## src/rtl/alu_cmd_sequencer.sv

```systemverilog
// alu_cmd_sequencer
//   Command-side initiator for the structural ALU units. Takes one operation
//   per cmd handshake, presents operands/function with a one-cycle unit enable
//   pulse, waits for the unit's registered flag (or times out), and returns the
//   captured result on the rsp channel. One operation in flight at a time.
//
//   state | meaning
//   ------+-----------------------------------------------------------
//   IDLE  | cmd_ready high, waiting for a command
//   ISSUE | one cycle, enable of the selected unit high
//   WAIT  | enables low, waiting for res_flag or wait_cnt terminal count
//   RESP  | rsp_valid high, holding rsp_data/rsp_err until rsp_ready
//
// Ports
//   clk, rst                 clock (rising edge), async active-low reset
//   cmd_valid/cmd_ready      command handshake
//   cmd_op[3:0]              [3:2] unit select, [1:0] unit function
//   cmd_a, cmd_b             operands
//   alu_a, alu_b, alu_fun    shared operand/function bus to the units
//   *_enable                 one-hot unit enables (ISSUE only)
//   res_in, res_flag         OR-ed unit result and flag
//   rsp_valid/rsp_ready      response handshake
//   rsp_data, rsp_err        captured result, timeout indication

module alu_cmd_sequencer #(
    parameter int DATA_WIDTH = 16,
    parameter int WAIT_LIMIT = 4
) (
    input  logic                  clk,
    input  logic                  rst,
    input  logic                  cmd_valid,
    output logic                  cmd_ready,
    input  logic [3:0]            cmd_op,
    input  logic [DATA_WIDTH-1:0] cmd_a,
    input  logic [DATA_WIDTH-1:0] cmd_b,
    output logic [DATA_WIDTH-1:0] alu_a,
    output logic [DATA_WIDTH-1:0] alu_b,
    output logic [1:0]            alu_fun,
    output logic                  arith_enable,
    output logic                  logic_enable,
    output logic                  cmp_enable,
    output logic                  shift_enable,
    input  logic [DATA_WIDTH-1:0] res_in,
    input  logic                  res_flag,
    output logic                  rsp_valid,
    input  logic                  rsp_ready,
    output logic [DATA_WIDTH-1:0] rsp_data,
    output logic                  rsp_err
);

    localparam int CNT_W = $clog2(WAIT_LIMIT + 1);
    // wait_cnt counts completed WAIT cycles; the timeout fires on the edge
    // that would make it reach WAIT_LIMIT.
    localparam logic [CNT_W-1:0] CNT_LAST = CNT_W'(WAIT_LIMIT - 1);

    typedef enum logic [1:0] {
        S_IDLE  = 2'd0,
        S_ISSUE = 2'd1,
        S_WAIT  = 2'd2,
        S_RESP  = 2'd3
    } state_t;

    state_t                state;
    state_t                state_nxt;
    logic [3:0]            op_q;
    logic [DATA_WIDTH-1:0] a_q;
    logic [DATA_WIDTH-1:0] b_q;
    logic [CNT_W-1:0]      wait_cnt;
    logic                  wait_done;

    assign wait_done = (wait_cnt == CNT_LAST);

    // state register
    always_ff @(posedge clk or negedge rst) begin
        if (!rst) begin
            state <= S_IDLE;
        end else begin
            state <= state_nxt;
        end
    end

    // next-state logic
    always_comb begin
        state_nxt = state;
        case (state)
            S_IDLE:  if (cmd_valid) state_nxt = S_ISSUE;
            S_ISSUE: state_nxt = S_WAIT;
            S_WAIT:  if (res_flag || wait_done) state_nxt = S_RESP;
            S_RESP:  if (rsp_ready) state_nxt = S_IDLE;
            default: state_nxt = S_IDLE;
        endcase
    end

    // command capture, wait counter and response registers
    always_ff @(posedge clk or negedge rst) begin
        if (!rst) begin
            op_q     <= '0;
            a_q      <= '0;
            b_q      <= '0;
            wait_cnt <= '0;
            rsp_data <= '0;
            rsp_err  <= 1'b0;
        end else begin
            if (state == S_IDLE && cmd_valid) begin
                op_q <= cmd_op;
                a_q  <= cmd_a;
                b_q  <= cmd_b;
            end

            if (state == S_ISSUE) begin
                wait_cnt <= '0;
            end else if (state == S_WAIT && !res_flag && !wait_done) begin
                wait_cnt <= wait_cnt + CNT_W'(1);
            end

            // A flag wins over a simultaneous terminal count: a late result
            // is still a real result.
            if (state == S_WAIT) begin
                if (res_flag) begin
                    rsp_data <= res_in;
                    rsp_err  <= 1'b0;
                end else if (wait_done) begin
                    rsp_data <= '0;
                    rsp_err  <= 1'b1;
                end
            end
        end
    end

    // outputs: decoded from state and registers only
    always_comb begin
        cmd_ready    = (state == S_IDLE);
        rsp_valid    = (state == S_RESP);
        alu_a        = a_q;
        alu_b        = b_q;
        alu_fun      = op_q[1:0];
        arith_enable = 1'b0;
        logic_enable = 1'b0;
        cmp_enable   = 1'b0;
        shift_enable = 1'b0;
        if (state == S_ISSUE) begin
            case (op_q[3:2])
                2'b00:   arith_enable = 1'b1;
                2'b01:   logic_enable = 1'b1;
                2'b10:   cmp_enable   = 1'b1;
                default: shift_enable = 1'b1;
            endcase
        end
    end

endmodule

```

## config.mk

```make
export PLATFORM = sky130hd
export DESIGN_NAME = alu_cmd_sequencer
export DESIGN_NICKNAME = d
export VERILOG_FILES = /design/src/rtl/alu_cmd_sequencer.sv
export SDC_FILE = /design/constraint.sdc
export NUM_CORES = 1
export LEC_CHECK = 0
export ABC_AREA = 1
export CAP_MARGIN = 10
export CORE_ASPECT_RATIO = 1.1
export CORE_UTILIZATION = 42
export CTS_CLUSTER_SIZE = 30
export DETAILED_ROUTE_END_ITERATION = 16
export GPL_ROUTABILITY_DRIVEN = 0
export PLACE_DENSITY = 0.81
export REMOVE_ABC_BUFFERS = 1
export SLEW_MARGIN = 10
export SYNTH_ARGS = -nofsm -noshare
export SYNTH_HDL_FRONTEND = slang
export SYNTH_SLANG_ARGS = --single-unit
```

## constraint.sdc

```tcl
create_clock -name clk -period 1.75 [get_ports clk]
set_input_delay 0.35 -clock clk [delete_from_list [all_inputs] [get_ports clk]]
set_output_delay 0.35 -clock clk [all_outputs]
set_load 0.005 [all_outputs]
```

# After elaboration in Yosys (flattened, before gate mapping)
# Index checks and enable logic that the tools add are counted.
[op_classes]
n_eq_ne = 9
addsub = 1
n_reduce_logical = 13
muxes = 18
[ops]
columns = ["cell", "n"]
rows = [
  ["2-to-1 mux 16 bit", 2],
  ["2-to-1 mux 1 bit", 10],
  ["case mux 2 bit (4 select lines)", 1],
  ["equality test 2 bit (second input constant)", 3],
  ["2-to-1 mux 2 bit", 3],
  ["2-to-1 mux 3 bit", 2],
  ["equality test 2 x 1 -> 1 bit (second input constant)", 2],
  ["zero test 2 bit", 2],
  ["inequality test 2 bit (second input constant)", 2],
  ["nonzero test 2 bit", 2],
  ["adder 3 x 1 -> 3 bit (second input constant)", 1],
  ["equality test 3 x 2 -> 1 bit (second input constant)", 1],
  ["logical AND 1 bit", 3],
  ["AND reduction 3 bit", 1],
  ["OR reduction 3 bit", 1],
  ["zero test 1 bit", 2],
  ["inequality test 2 x 1 -> 1 bit (second input constant)", 1],
  ["AND reduction 2 bit", 1],
  ["logical OR 1 bit", 1],
]
[totals]
input_bits = 57
word_cells = 48
output_inout_bits = 57
regBits = 58

# Longest topological paths before layout
# Gate-level depths: netlist of run 1.
[logic_depth]
word_depth = 5
depth_mapped = 8
ltp_nobuf = 7

# Worst setup path after synthesis of run 1
# Ideal clock, no wire load.
[synth_timing]
kind = "flip-flop to output port"
from = "reg state[1]"
to = "out shift_enable"
required_time_ps = 1400
path_slack_ps = 352
n_path_buf = 0
arrival_time_ps = 1048
stages_incl_launch_ff = 5
cell_sequence = "dfrtp_1 inv_1 ha_1 clkinv_1 nor3_1"
[synth_via]
elab_chain_cells = 2
[synth_rtl]
columns = ["element", "line", "rtl"]
rows = [
  ["start: declaration", "63", "state_t state;"],
  ["start signal: assignment", "78", "state <= state_nxt;"],
  ["equality test 2 x 1 -> 1 bit", "141", "if (state == S_ISSUE) begin"],
  ["2-to-1 mux 1 bit", "141", ""],
  ["end: declaration", "42", "output logic shift_enable,"],
]
# No other way between the ends.

# Worst setup path in the final report of run 1
[layout_timing]
from = "reg state[1]"
to = "out cmp_enable"
[layout_via]
elab_chain_cells = 2
[layout_rtl]
columns = ["element", "line", "rtl"]
rows = [
  ["equality test 2 x 1 -> 1 bit", "141", ""],
  ["2-to-1 mux 1 bit", "141", ""],
  ["end: declaration", "41", "output logic cmp_enable,"],
]
# No other way between the ends.

==> results of run 1 <==
-- cells by family (layout without fill, tap and decap cells) --
group	Yosys count	in the layout	share of synthesized area
simple gates	179	179	0.307
flops	58	58	0.573
fa+ha+maj	7	7	0.0346
compound gates	4	4	0.0124
buf+inv	29	151	0.0726
-- state kept, by name, summed over array words and instances, names as in the netlist --
signal / flops
alu_a: 16
alu_b: 16
rsp_data: 16
op_q: 4
wait_cnt: 3
state: 2
rsp_err: 1
-- cell type report --
cell class	count	area, µm²
fill	472	1860
sequential	58	1450
timing repair buffer	123	1210
multi-input combinational	190	931
clock buffer	13	169
tap	77	96.3
inverter	13	53.8
clock inverter	2	35.0
-- how the worst min path moves through the flow --
| stage | slack (ns) | to | depth (start not counted) |
|---|---|---|---|
| 6_report | 0.02 | op_q[2]$_DFFE_PN0P_ | 2 |
| 4_1_cts | 0.03 | op_q[2]$_DFFE_PN0P_ | 2 |
| 2_1_floorplan | 0.05 | alu_a[0]$_DFFE_PN0P_ | 0 |
| 3_5_place_dp | 0.38 | rsp_data[4]$_DFFE_PN0P_ | 2 |
| 5_1_grt | 0.04 | op_q[2]$_DFFE_PN0P_ | 2 |
| 3_3_place_gp | 0.38 | rsp_data[15]$_DFFE_PN0P_ | 2 |
-- critical path: stages (launching register included) --
cell,delay [ns]
dfrtp_1,0.39
inv_2,0.06
ha_2,0.18
inv_4,0.05
nor3_2,0.15
clkdlybuf4s15_2,0.22
-- where the power goes --
group          internal, µW  leakage (µW)  total, µW  switching (µW)
sequential             1960      0.000722       2330             367
clock                   765      0.000106       1250             483
combinational          1590       0.00112       2850            1260
total                  4320       0.00195       6420            2110
-- routing by layer --
metal  track usage  wire [µm]
met1         0.249       2550
met2         0.318       2730
met3        0.0637        523
met4        0.0944         85
met5             0          0
-- per-stage QoR --
| step | cells | setup TNS [ns] | cell area [µm²] | utilization | hold WS, ns |
|---|---|---|---|---|---|
| floorplan | 261 | -7.30 | 2400 | - | 0.0544 |
| global placement | 461 | 0 | 3720 | 0.641 | 0.380 |
| detailed placement | 461 | -0.130 | 3720 | 0.641 | 0.381 |
| CTS | 476 | -0.165 | 3940 | 0.678 | 0.0250 |
| global route | 476 | -0.0289 | 3940 | 0.679 | 0.0367 |
| finish | 476 | 0 | 3940 | 0.679 | 0.0191 |
-- timing repair --
item                       4_1_cts  5_1_grt
pin swaps                        0        0
setup buffers                    0        0
setup endpoints to repair        6       24
resized for setup               18       12
hold endpoints to repair         0        0
-- cell usage after synthesis (2+ instances only) --
master,number,area share
nand2_1,115,0.17
dfrtp_1,58,0.57
nand3_1,39,0.077
nand2_2,13,0.032
inv_1,11,0.016
buf_2,7,0.014
ha_1,7,0.035
buf_6,4,0.018
nor3_1,4,0.0079
a21oi_1,3,0.0059
buf_4,3,0.0089
nor2_1,3,0.0044
buf_8,2,0.012
nand3b_1,2,0.0059
nand4_1,2,0.0049
==> run summary, run 1 <==
outcome -> finished clean
initial cell density of the core -> 0.436
Worst R2R End -> op_q[3]$_DFFE_PN0P_
internal reg-to-reg setup slack -> 0.20 ns
power per cell area -> 1630 mW/mm²
# IOs -> 114
buffer levels on the longest clock path -> 2
beginning of the critical path -> state[1]$_DFFE_PN0P_
number of distinct library cell variants in the gate-level netlist after synthesis -> 19
share of the yosys chip area belonging to registers -> 0.573
Clock Pin Slew Worst Setup and Hold Paths -> 0.06 ns
count of buffers inserted at the top-level ports -> 113
post-synthesis instance total -> 277
Achievable Freq -> 582 MHz
startpoint-to-endpoint class of the critical path -> flop to primary output
Worst R2R Start -> state[0]$_DFFE_PN0P_
pin count of the biggest net entering global routing -> 59
clock root cell -> clkbuf_8
commonest non-fill, non-tap cells in the layout -> nand2_1, clkdlybuf4s50_1, dfrtp_1, nand3_1, nand2_2
Tightest Pin Transition -> 0.449 ns
number of vias per cell -> 4.71
Core Box Area -> 0.00581 mm²
count of routing violations after the opening detailed-route iteration -> 121
DIE WIDTH -> 76.0 µm
Critical Path Sink -> cmp_enable
clock latency at the later pin of the worst-skew pair -> 0.32 ns
die boundary height -> 83.4 µm
final routed DRC violation total -> 0
portion of the clock cycle consumed by the worst path in the final layout -> 0.983
DP HPWL -> 4.05 mm
first-pass GRT wire length -> 9.96 mm
Max rail drop VDD -> 0.937 mV
Clock H-tree levels -> 3
Mapped Avg Cell Area -> 9.14 µm²
count of endpoints failing hold in the final timing report -> 0
Remaining Overflow, GRT -> 0
EDFF count, synth -> 0
CP arrival -> 1.37 ns
number of buffers added to fix hold violations after cts -> 0
number of clock buffers inserted by TritonCTS -> 9
path type of the worst min-delay path -> input pin to async pin
shortest period the worst path allows -> 1.72 ns
setup clock skew after layout -> 0.00725 ns
LEAKAGE -> 0.00195 µW
CTS tree -> done
Final Routed Wirelength -> 5.89 mm
Worst Path Required -> 1.40 ns
number of clock sinks seen by CTS -> 58
Antenna Diode Count -> 0
total power -> 6420 µW
vias in the first global route -> 2183
Slew headroom -> 0.700
crit path capture type -> primary output
predominant post-synthesis flop cell -> dfrtp_1
setup repair after global routing missed its margin -> true
area of the die -> 0.00634 mm²
Syn Std Cell Area -> 0.00253 mm²
number of synthesized register bits -> 58
area growth from synthesis to final layout -> 55.7%
setup slack at placement -> -0.0495 ns
Slew Limit Fails -> 0
minimum setup slack in the final design -> 0.0306 ns
total routing usage reported by global routing -> 0.200
leading cell type in the layout, fill and taps excluded -> nand2_1
share of final-layout standard cells stronger than drive strength 1 -> 0.138
final net count -> 459
average detailed-routed wire length per instance -> 12.4 µm
Synth Warn # -> 0
DRT Pass-1 Iters -> 4
Async SR Flop Fraction -> 1.00
critical-path maximum fanout -> 5
# Max-Cap Violations -> 0
total via count after detailed routing -> 2241
count of cells along the worst register-to-register path -> 7
post-route ant nets -> 0
site row count -> 29
Setup crit start kind -> flop
initial antenna violation count -> 0
total of endpoints with negative setup slack in the final report -> 0
Note: power is estimated with default switching activity, not from simulation.
==> run 2: changes to the inputs <==
CAP_MARGIN = 20   (was 10)
==> results of run 2 <==
Final layout, timing and power as in run 1 (identical DEF).
